`src/rtl/result_psr_stage.sv`:
```
// Result/PSR write-back stage: a 2-entry skid FIFO for ALU results that tags each entry
// with its own {N,Z,C,V} and optionally commits those flags to the architectural PSR.
module result_psr_stage #(
   parameter int word_Size  = 32,
   parameter int Dest_Width = 5
) (
   input  logic                  Clk,
   input  logic                  Reset_n,
   input  logic                  In_Valid,
   output logic                  In_Ready,
   input  logic [word_Size-1:0]  ALU_Result,
   input  logic                  C,
   input  logic                  V,
   input  logic                  PSR_Write,
   input  logic [Dest_Width-1:0] Dest,
   input  logic                  Flush,
   output logic                  Out_Valid,
   input  logic                  Out_Ready,
   output logic [word_Size-1:0]  Out_Result,
   output logic [Dest_Width-1:0] Out_Dest,
   output logic [3:0]            Out_Flags,
   output logic [3:0]            PSR,
   output logic [15:0]           Op_Count
);

   typedef enum logic [1:0] {
      EMPTY = 2'd0,
      ONE   = 2'd1,
      FULL  = 2'd2
   } occ_t;

   occ_t                  occ_reg;
   logic                  wr_ptr_reg;
   logic                  rd_ptr_reg;
   logic [3:0]            psr_reg;
   logic [15:0]           op_count_reg;

   logic [word_Size-1:0]  result_mem [2];
   logic [Dest_Width-1:0] dest_mem   [2];
   logic [3:0]            flags_mem  [2];

   logic                  push;
   logic                  pop;
   logic [3:0]            new_flags;

   assign In_Ready  = (occ_reg != FULL);
   assign Out_Valid = (occ_reg != EMPTY);

   // Flush wins over both handshakes, so neither side sees a transfer that cycle.
   assign push = In_Valid && In_Ready && !Flush;
   assign pop  = Out_Valid && Out_Ready && !Flush;

   assign new_flags = {ALU_Result[word_Size-1], (ALU_Result == '0), C, V};

   always_ff @(posedge Clk) begin
      if (push) begin
         result_mem[wr_ptr_reg] <= ALU_Result;
         dest_mem[wr_ptr_reg]   <= Dest;
         flags_mem[wr_ptr_reg]  <= new_flags;
      end
   end

   always_ff @(posedge Clk or negedge Reset_n) begin
      if (!Reset_n) begin
         occ_reg      <= EMPTY;
         wr_ptr_reg   <= 1'b0;
         rd_ptr_reg   <= 1'b0;
         psr_reg      <= 4'b0000;
         op_count_reg <= 16'd0;
      end else if (Flush) begin
         occ_reg    <= EMPTY;
         wr_ptr_reg <= 1'b0;
         rd_ptr_reg <= 1'b0;
      end else begin
         case (occ_reg)
            EMPTY:   if (push) occ_reg <= ONE;
            ONE: begin
               if (push && !pop)      occ_reg <= FULL;
               else if (pop && !push) occ_reg <= EMPTY;
            end
            FULL:    if (pop) occ_reg <= ONE;
            default: occ_reg <= EMPTY;
         endcase

         if (push) wr_ptr_reg <= ~wr_ptr_reg;
         if (pop)  rd_ptr_reg <= ~rd_ptr_reg;

         if (push && PSR_Write) psr_reg <= new_flags;
         if (push && (op_count_reg != 16'hFFFF)) op_count_reg <= op_count_reg + 16'd1;
      end
   end

   // Storage is not reset, so the head is masked to zero whenever nothing is buffered.
   assign Out_Result = Out_Valid ? result_mem[rd_ptr_reg] : '0;
   assign Out_Dest   = Out_Valid ? dest_mem[rd_ptr_reg]   : '0;
   assign Out_Flags  = Out_Valid ? flags_mem[rd_ptr_reg]  : 4'b0000;
   assign PSR        = psr_reg;
   assign Op_Count   = op_count_reg;

endmodule

```
`config.mk`:
```
export PLATFORM = sky130hd
export DESIGN_NAME = result_psr_stage
export DESIGN_NICKNAME = d
export VERILOG_FILES = /design/src/rtl/result_psr_stage.sv
export SDC_FILE = /design/constraint.sdc
export NUM_CORES = 1
export LEC_CHECK = 0
export ABC_AREA = 1
export CORE_MARGIN = 2
export CORE_UTILIZATION = 44
export DETAILED_ROUTE_END_ITERATION = 16
export PLACE_DENSITY = 0.76
export SYNTH_ARGS = -nofsm -noshare
export SYNTH_HDL_FRONTEND = slang
export SYNTH_SLANG_ARGS = --single-unit
```
`constraint.sdc`:
```
create_clock -name Clk -period 3.3 [get_ports Clk]
set_input_delay 0.66 -clock Clk [delete_from_list [all_inputs] [get_ports Clk]]
set_output_delay 0.66 -clock Clk [all_outputs]
set_load 0.03 [all_outputs]
```
---- Yosys cells after proc, flatten, opt, wreduce, memory -nomap -nowiden ----
Memory sizes are Yosys's and may differ from the RTL's.
Index checks and enable logic that the tools add are counted.
W data, S select, Z words.
word-level totals
  RAM bits ................................ 82
  output and inout bits ................... 63
  memories ................................ 3
  register bits after elaboration ......... 24
cells by class
  $add $sub $neg .......................... 1
  reduce and logical (&&, ||, !) cells .... 19
  bitwise operators ....................... 3
  multiplexer cells ....................... 15
  equal/unequal tests ..................... 7
memories
  name        depth  bits a word  rd ports  clocked after memory_dff  write ports  RTL line  source
  result_mem  2      32           1         0                         1            38        logic [word_Size-1:0] result_mem [2];
  dest_mem    2      5            1         0                         1            39        logic [Dest_Width-1:0] dest_mem [2];
  flags_mem   2      4            1         0                         1            40        logic [3:0] flags_mem [2];
operators by type and width
  kind                     count
  $logic_not A32 Y1        1
  $mux W32                 1
  $add A16 B1 Y16 const B  1
  $ne A16 B16 Y1 const B   1
  $mux W2                  5
  $logic_and A1 B1 Y1      8
  $mux W1                  6
  $ne A3 B3 Y1 const B     2
  $pmux W2 S3              1
  $reduce_bool A2 Y1       3
  $mux W5                  1
  $mux W4                  1
  $ne A4 B4 Y1 const B     1
  $reduce_and A2 Y1        2
  $logic_not A1 Y1         3
  $not A1 Y1               3
  $reduce_and A3 Y1        1
  $eq A2 B1 Y1 const B     1
  $eq A2 B2 Y1 const B     1
  $logic_not A2 Y1         1
  $ne A2 B2 Y1 const B     1

---- Logic depth before layout (Yosys ltp) ----
Gate-level depths: netlist of run 1.
  depth after elaboration ................. 9
  mapped depth ............................ 9
  depth with buffers taken out ............ 8

---- Worst setup path after synthesis of run 1 ----
Ideal clock, no wire load.
  kind .................................... input to register
  from .................................... input port Flush
  to ...................................... memory dest_mem[0][0] (enable)
  arrival time ............................ 2637 ps
  setup slack ............................. 224 ps
  cell stages on the path ................. 3
  buffers on the path ..................... 0
  library setup time ...................... 439 ps
  cells stage by stage .................... inv_1 nand3_2 nor2_1
on the way
  word-level cells in the longest chain between the ends .. 4
ends and longest elaborated chain
  item                           RTL line  source
  from (decl)                    16        input logic Flush,
  $logic_not A1 Y1               50        assign push = In_Valid && In_Ready && !Flush;
  $logic_and A1 B1 Y1            50
  $mux W1                        56        if (push) begin
  $mux W1 (implied by the code)  58        dest_mem[wr_ptr_reg] <= Dest;
  to (decl)                      39
No other way between the ends.

---- Worst setup path in the final report of run 1 ----
  from .................................... register occ_reg[0]
  to ...................................... output port Out_Result[25]
on the way
  word-level cells in the longest chain between the ends .. 2
ends and longest elaborated chain
  item                    RTL line  source
  from (decl)             32        occ_t occ_reg;
  from (signal assigned)  65        occ_reg <= EMPTY;
  from (signal assigned)  71        occ_reg <= EMPTY;
  from (signal assigned)  76        EMPTY: if (push) occ_reg <= ONE;
  $reduce_bool A2 Y1      47        assign Out_Valid = (occ_reg != EMPTY);
  $mux W32                94        assign Out_Result = Out_Valid ? result_mem[rd_ptr_reg] : '0;
  to (decl)               19        output logic [word_Size-1:0] Out_Result,
No other way between the ends.

==> results.toml, run 1 <==
[finish]
final_cell_mix = "nand2_1, clkdlybuf4s50_1, edfxtp_1"
fin_nets = 592
final_common_cell = "nand2_1"
largest_register_ffs = 64
area_growth_pct = 32.3
regMostFlops = "result_mem"
filler_cell_count = 847
drive_gt1_share_pct = 5.99
diodes = 0

[detailed_routing]
viasPerCell = 4.98
avgRoutedWirePerCell_um = 15.7
ant_nets = 0
vias = 3406
drt-initial-drc-count = 121
drc = 0
routed_wl_um = 10800
dr.pass1.iters = 4

[clocking]
hold_buffers = 0
cts_tree = "yes"
cts.repair.resized = 0
cts-root-buf = "clkbuf_8"
htree_levels = 3
path_clk_slew_ns = 0.10
post_cts_buffers = 0
numCtsBuffers = 9
clock_latency_ns = 0.37
cts_sinks = 104
clockBufferDepth = 2

[pwr]
pwr-share-comb_pct = 25.8
power.internal_w = 0.00210
p_leak_nw = 2.22
seq_power_share_pct = 50.1
swShare_pct = 32.8
p_clk_share_pct = 24.1
power_density_nw_per_um2 = 529
vdd_ir_drop_max_v = 0.000350
switchingPower_w = 0.00102

[placement]
io_buffers = 107
gp_congestion = 0.868
dp_hpwl_um = 7480

[yosys]
syn_nets = 484
synthFlopType = "edfxtp_1"
yosysTopAreaCell = "edfxtp_1"
syn_inst = 438
ys_seq_elements = 104
synthArstFlopShare_pct = 23.1
synth_top_cell_area_share_pct = 53.9
syn_area_per_cell_um2 = 10.2
yosysUniqueCellTypes = 24
netlist_area_um2 = 4450
ys_warn_count = 0
synth-edff-count = 80
synthTopCellsByArea = "edfxtp_1, nand2_1, dfrtp_1, a21oi_1, nor2_1"
yosysSeqAreaShare_pct = 67.4

[critical_path]
worst_path_largest_cell_delay_ns = 0.61
path_class = "reg2out"
cpLargestDelayFamily = "buffers and inverters"
cp.required_ns = 2.64
path_cells = "nor2_4 -> buf_4 -> a21oi_1 -> clkdlybuf4s50_1"
startpoint_type = "flip-flop"
crit_slowest_cell = "clkdlybuf4s50_1"
crit_path_end_kind = "output pin"
crit_buf_inv = 2
cp_max_fo = 27
cp.arrival_ns = 2.38

[min_path]
min_path_type = "reg2reg"

[timing]
finalSetupTns_ns = 0
post-route-period-util_pct = 92.1
setup_violations = 0
finalHoldViolations = 0
max_freq_mhz = 329
maxSlewHeadroom_pct = 52.1
worst_slew_pin_slew_ns = 0.719
rsz0062_at_grt = "no"
min_period_ns = 3.04
finalClockSkew_ns = 0.0120
maxSlewViolCount = 0
hold_slack_ns = 0.510

[grt]
grt_overflow = 0
grt_max_degree = 43
grt.total_usage_pct = 19.5
grt_pass1_wl_um = 16600
first_global_vias = 3326
antenna_found_initial = 0

[flow_run]
drv_cap = 0

[floorplan]
die_area_um2 = 10900
die_x_um = 105
start_util_pct = 45.3
core_um2 = 9820
num_io_pins = 108
fp.dieH_um = 105
rows = 36

[outcome]
outcome = "finished, final reports clean"
## final timing paths
path	from	end	slack [ns]	cells after the start
worst max-delay path	occ_reg[0]	Out_Result[25]	0.26	4
worst min-delay path	PSR[0]	PSR[0]	0.51	2
worst max register to register	Op_Count[0]	Op_Count[9]	1.41	7
worst min register to register	PSR[0]	PSR[0]	0.51	2
max in group asynchronous	Reset_n	Op_Count[6]	2.40	2
min in group asynchronous	Reset_n	PSR[1]	0.65	2
## metrics by stage
| stage | power [W] | std cells | cell area (µm²) | utilization [%] | worst slack, ns |
|---|---|---|---|---|---|
| CTS | 0.00315 | 684 | 5890 | 60.0 | 0.244 |
| detailed placement | 0.00240 | 668 | 5700 | 58.1 | 0.662 |
| global placement | 0.00238 | 668 | 5700 | 58.1 | 0.689 |
| floorplan | 0.00203 | 438 | 4450 | - | 0.224 |
| finish | 0.00312 | 684 | 5890 | 60.0 | 0.260 |
| global route | 0.00326 | 684 | 5890 | 60.0 | 0.112 |
## routing by layer
layer	routed length, µm	up-vias	track usage, %
met1	4640	1604	25.5
met3	657	20	4.62
met5	0	-	0
li1	-	1664	-
met2	5240	118	31.8
met4	219	0	7.71
## cell usage after synthesis (2+ instances only)
cell,instances
nand2_1,178
edfxtp_1,80
nor2_1,42
a21oi_1,41
dfrtp_1,24
inv_1,15
clkbuf_1,13
o21ai_0,11
xnor2_1,7
nand3_1,5
nand4_1,5
inv_2,3
buf_6,2
nand3_2,2
## layout make-up
class | instances | area (µm²) | area share, %
multi-input combinational | 299 | 1320 | 22.4
inverter | 19 | 71.3 | 1.21
timing repair buffer | 113 | 1140 | 19.4
tap | 133 | 166 | 2.82
clock buffer | 9 | 124 | 2.10
clock inverter | 7 | 65.1 | 1.10
sequential | 104 | 3000 | 51.0
## power by group through the flow
stage | combinational [W] | clock, W | sequential [W]
after floorplan | 0.000383 | 0 | 0.00164
after CTS | 0.000809 | 0.000784 | 0.00156
final | 0.000805 | 0.000752 | 0.00156
after detailed placement | 0.000806 | 0 | 0.00159
after global placement | 0.000790 | 0 | 0.00159
after global routing | 0.000855 | 0.000833 | 0.00157
## worst min-delay path, stage by stage, from the launching register on
cell     delay (ns)
dfrtp_1        0.37
nand2_1        0.06
nand2_1        0.06
## cells by family after synthesis
logic type,after synthesis,synth area share [%]
AOI/OAI and AO/OA,55,6.52
and+or+nand+nor,236,21.0
buffers and inverters,35,3.37
xor gates and xnor gates,7,1.38
DFF,104,67.4
adders and majority gates,1,0.281
(Power assumes the default switching activity.)
==> run 2, diff against run 1 <==
--- a/config.mk
+++ b/config.mk
@@ -8,6 +8,7 @@
 export ABC_AREA = 1
 export CORE_MARGIN = 2
 export CORE_UTILIZATION = 44
+export CTS_BUF_LIST = sky130_fd_sc_hd__clkbuf_4 sky130_fd_sc_hd__clkbuf_8
 export DETAILED_ROUTE_END_ITERATION = 16
 export PLACE_DENSITY = 0.76
 export SYNTH_ARGS = -nofsm -noshare
==> results of run 2 <==
Final layout, timing and power as in run 1 (identical DEF).
==> edit, RTL diff (config.mk and constraints of run 1) <==
Register the output `Out_Flags`, with the module's reset; this adds one clock of latency there. The other outputs are not delayed to match.
--- a/src/rtl/result_psr_stage.sv
+++ b/src/rtl/result_psr_stage.sv
@@ -95,3 +95,9 @@
    assign Out_Dest   = Out_Valid ? dest_mem[rd_ptr_reg]   : '0;
-   assign Out_Flags  = Out_Valid ? flags_mem[rd_ptr_reg]  : 4'b0000;
+   always_ff @(posedge Clk or negedge Reset_n) begin
+      if (!Reset_n) begin
+         Out_Flags <= '0;
+      end else begin
+         Out_Flags <= Out_Valid ? flags_mem[rd_ptr_reg]  : 4'b0000;
+      end
+   end
    assign PSR        = psr_reg;
Formal check against the unedited RTL: not equivalent (Yosys sat finds a counterexample within 4 cycles, from zero or initial values and one cycle with Reset_n low).
==> edit against run 1 <==
- routed wire length down 3.6%
- critical path type unchanged
- setup slack improved by 0.11 ns
- area after synthesis increased by 4.0%
- count of clock-buffer cells in the layout is 1 higher
- core utilization decreased by 0.59 points
- global-route usage shrank 0.77 points
- via count rose by 2.5%
- sequential cell count grew 4
- largest power group unchanged
- design area grew 3.6%
- register-to-register slack lost 0.07 ns
- critical endpoint is now Out_Result[15]
- total power rose by 16%
==> edit: results (changes against run 1) <==
| Metric | Value |
|---|---|
| Outcome | `finished clean` |
| Register area share after synthesis | `67.01% (-0.43 points)` |
| Post-synth top cells | `156 x nand2_1, 80 x edfxtp_1, 42 x a21oi_1` |
| Complex-gate fraction of the synthesized area | `6.674% (+0.16 points)` |
| Worst skew pair latency | `0.36 ns` |
| XOR/XNOR Fraction of Synth Area | `1.324% (-0.053 points)` |
| Clk_skew | `0.01522 ns (+0.003240 ns)` |
| Vias per cell | `5.030 (+1.0%)` |
| M1 wire length | `4780 um (+3.1%)` |
| Normalized max-slew margin | `63.91% (+12 points)` |
| Synth async-reset ratio | `25.93% (+2.8 points)` |
| Pin count of the biggest net entering global routing | `41 (-4.7%)` |
| Placed instance area | `5906 um2 (+3.5%)` |
| Synth unique cells | `23 (-4.2%)` |
| Worst vdd ir | `0.3333 mV (-4.9%)` |
| Adder-Cell Fraction of Synth Area | `0.2702% (-0.011 points)` |
| Crit path max-delay cell type | `clkdlybuf4s50_1` |
| Syn_nets | `488 (+0.83%)` |
| Nets | `599 (+1.2%)` |
| P_leak | `0.002309 uW (+4.2%)` |
| CP max stage delay | `0.72 ns (+0.11 ns)` |
| Layout cells sized above 1 | `9.140% (+3.2 points)` |
| Largest Register | `result_mem` |
| Internal | `2365 uW (+13%)` |
| Vias in the first global route | `3542 (+6.5%)` |
| Crit-path max FO | `19 (-30%)` |
| Drt wl/cell | `14.95 um (-4.9%)` |
| Arr. time, crit path | `2.27 ns (-0.11 ns)` |
| Initial drt markers | `175 (+45%)` |
| Post-place setup slack | `0.6609 ns (-0.001265 ns)` |
| Hpwl dp | `7313 um (-2.2%)` |
| DR WL met3 | `513 um (-22%)` |
| Synth top area cells | `edfxtp_1 52%, dfrtp_1 15%, nand2_1 13%` |
| GPL Wtd Cong | `0.8179 (-5.8%)` |
| Global-route wire length before repair | `16680 um (+0.21%)` |
edit: metrics by stage:
step	instances	hold WS, ns
after floorplan	442	0.3644
after global placement	678	0.4682
after detailed placement	678	0.4784
after CTS	694	0.5041
after global routing	694	0.5257
final	694	0.4988
edit: cell type report:
class                           count  area, um2
Multi-Input combinational cell    297       1396
Fill cell                         909       4170
Timing Repair Buffer              115       1154
Inverter                           22      82.58
Clock buffer                       10      127.6
Sequential cell                   108       3103
Tap cell                          136      170.2
Clock inverter                      6      73.82
edit: path summary, 6_finish.rpt:
check	from	endpoint	slack, ns	cells past startpoint
min in group asynchronous	Reset_n	Op_Count[7]	0.67	2
max	rd_ptr_reg	Out_Result[15]	0.37	5
max reg2reg	occ_reg[1]	result_mem[0][20]	1.34	6
max in group asynchronous	Reset_n	PSR[3]	2.33	2
min	PSR[2]	PSR[2]	0.50	2
min reg2reg	PSR[2]	PSR[2]	0.50	2
edit: kinds of logic (layout without fill, tap and decap cells):
| kind of cell | Yosys count | count (layout) |
|---|---|---|
| compound gates | 56 | 56 |
| simple gates | 233 | 233 |
| fa+ha+maj | 1 | 1 |
| buf+inv | 37 | 153 |
| xor+xnor | 7 | 7 |
| flops | 108 | 108 |
edit: power groups by stage:
stage          combinational (uW)  sequential, uW  clock, uW
5_1_grt                      1180            1700        881
6_report                     1110            1680        820
2_1_floorplan                 511            1810          0
3_5_place_dp                 1110            1710          0
3_3_place_gp                 1090            1700          0
4_1_cts                      1110            1680        832
edit: worst register-to-register path, stage by stage, from the launching register on:
cell and delay [ns]:
dfrtp_1 0.46, nand2_4 0.12, nand2_2 0.08, nor2_8 0.16
inv_1 0.14, nor2_4 0.42, buf_4 0.30
edit: per-layer routing:
layer  vias up  track usage, %
met3        20           3.222
met5         -               0
met4         0           6.957
met2       118           30.89
met1      1657           25.13
li1       1696               -
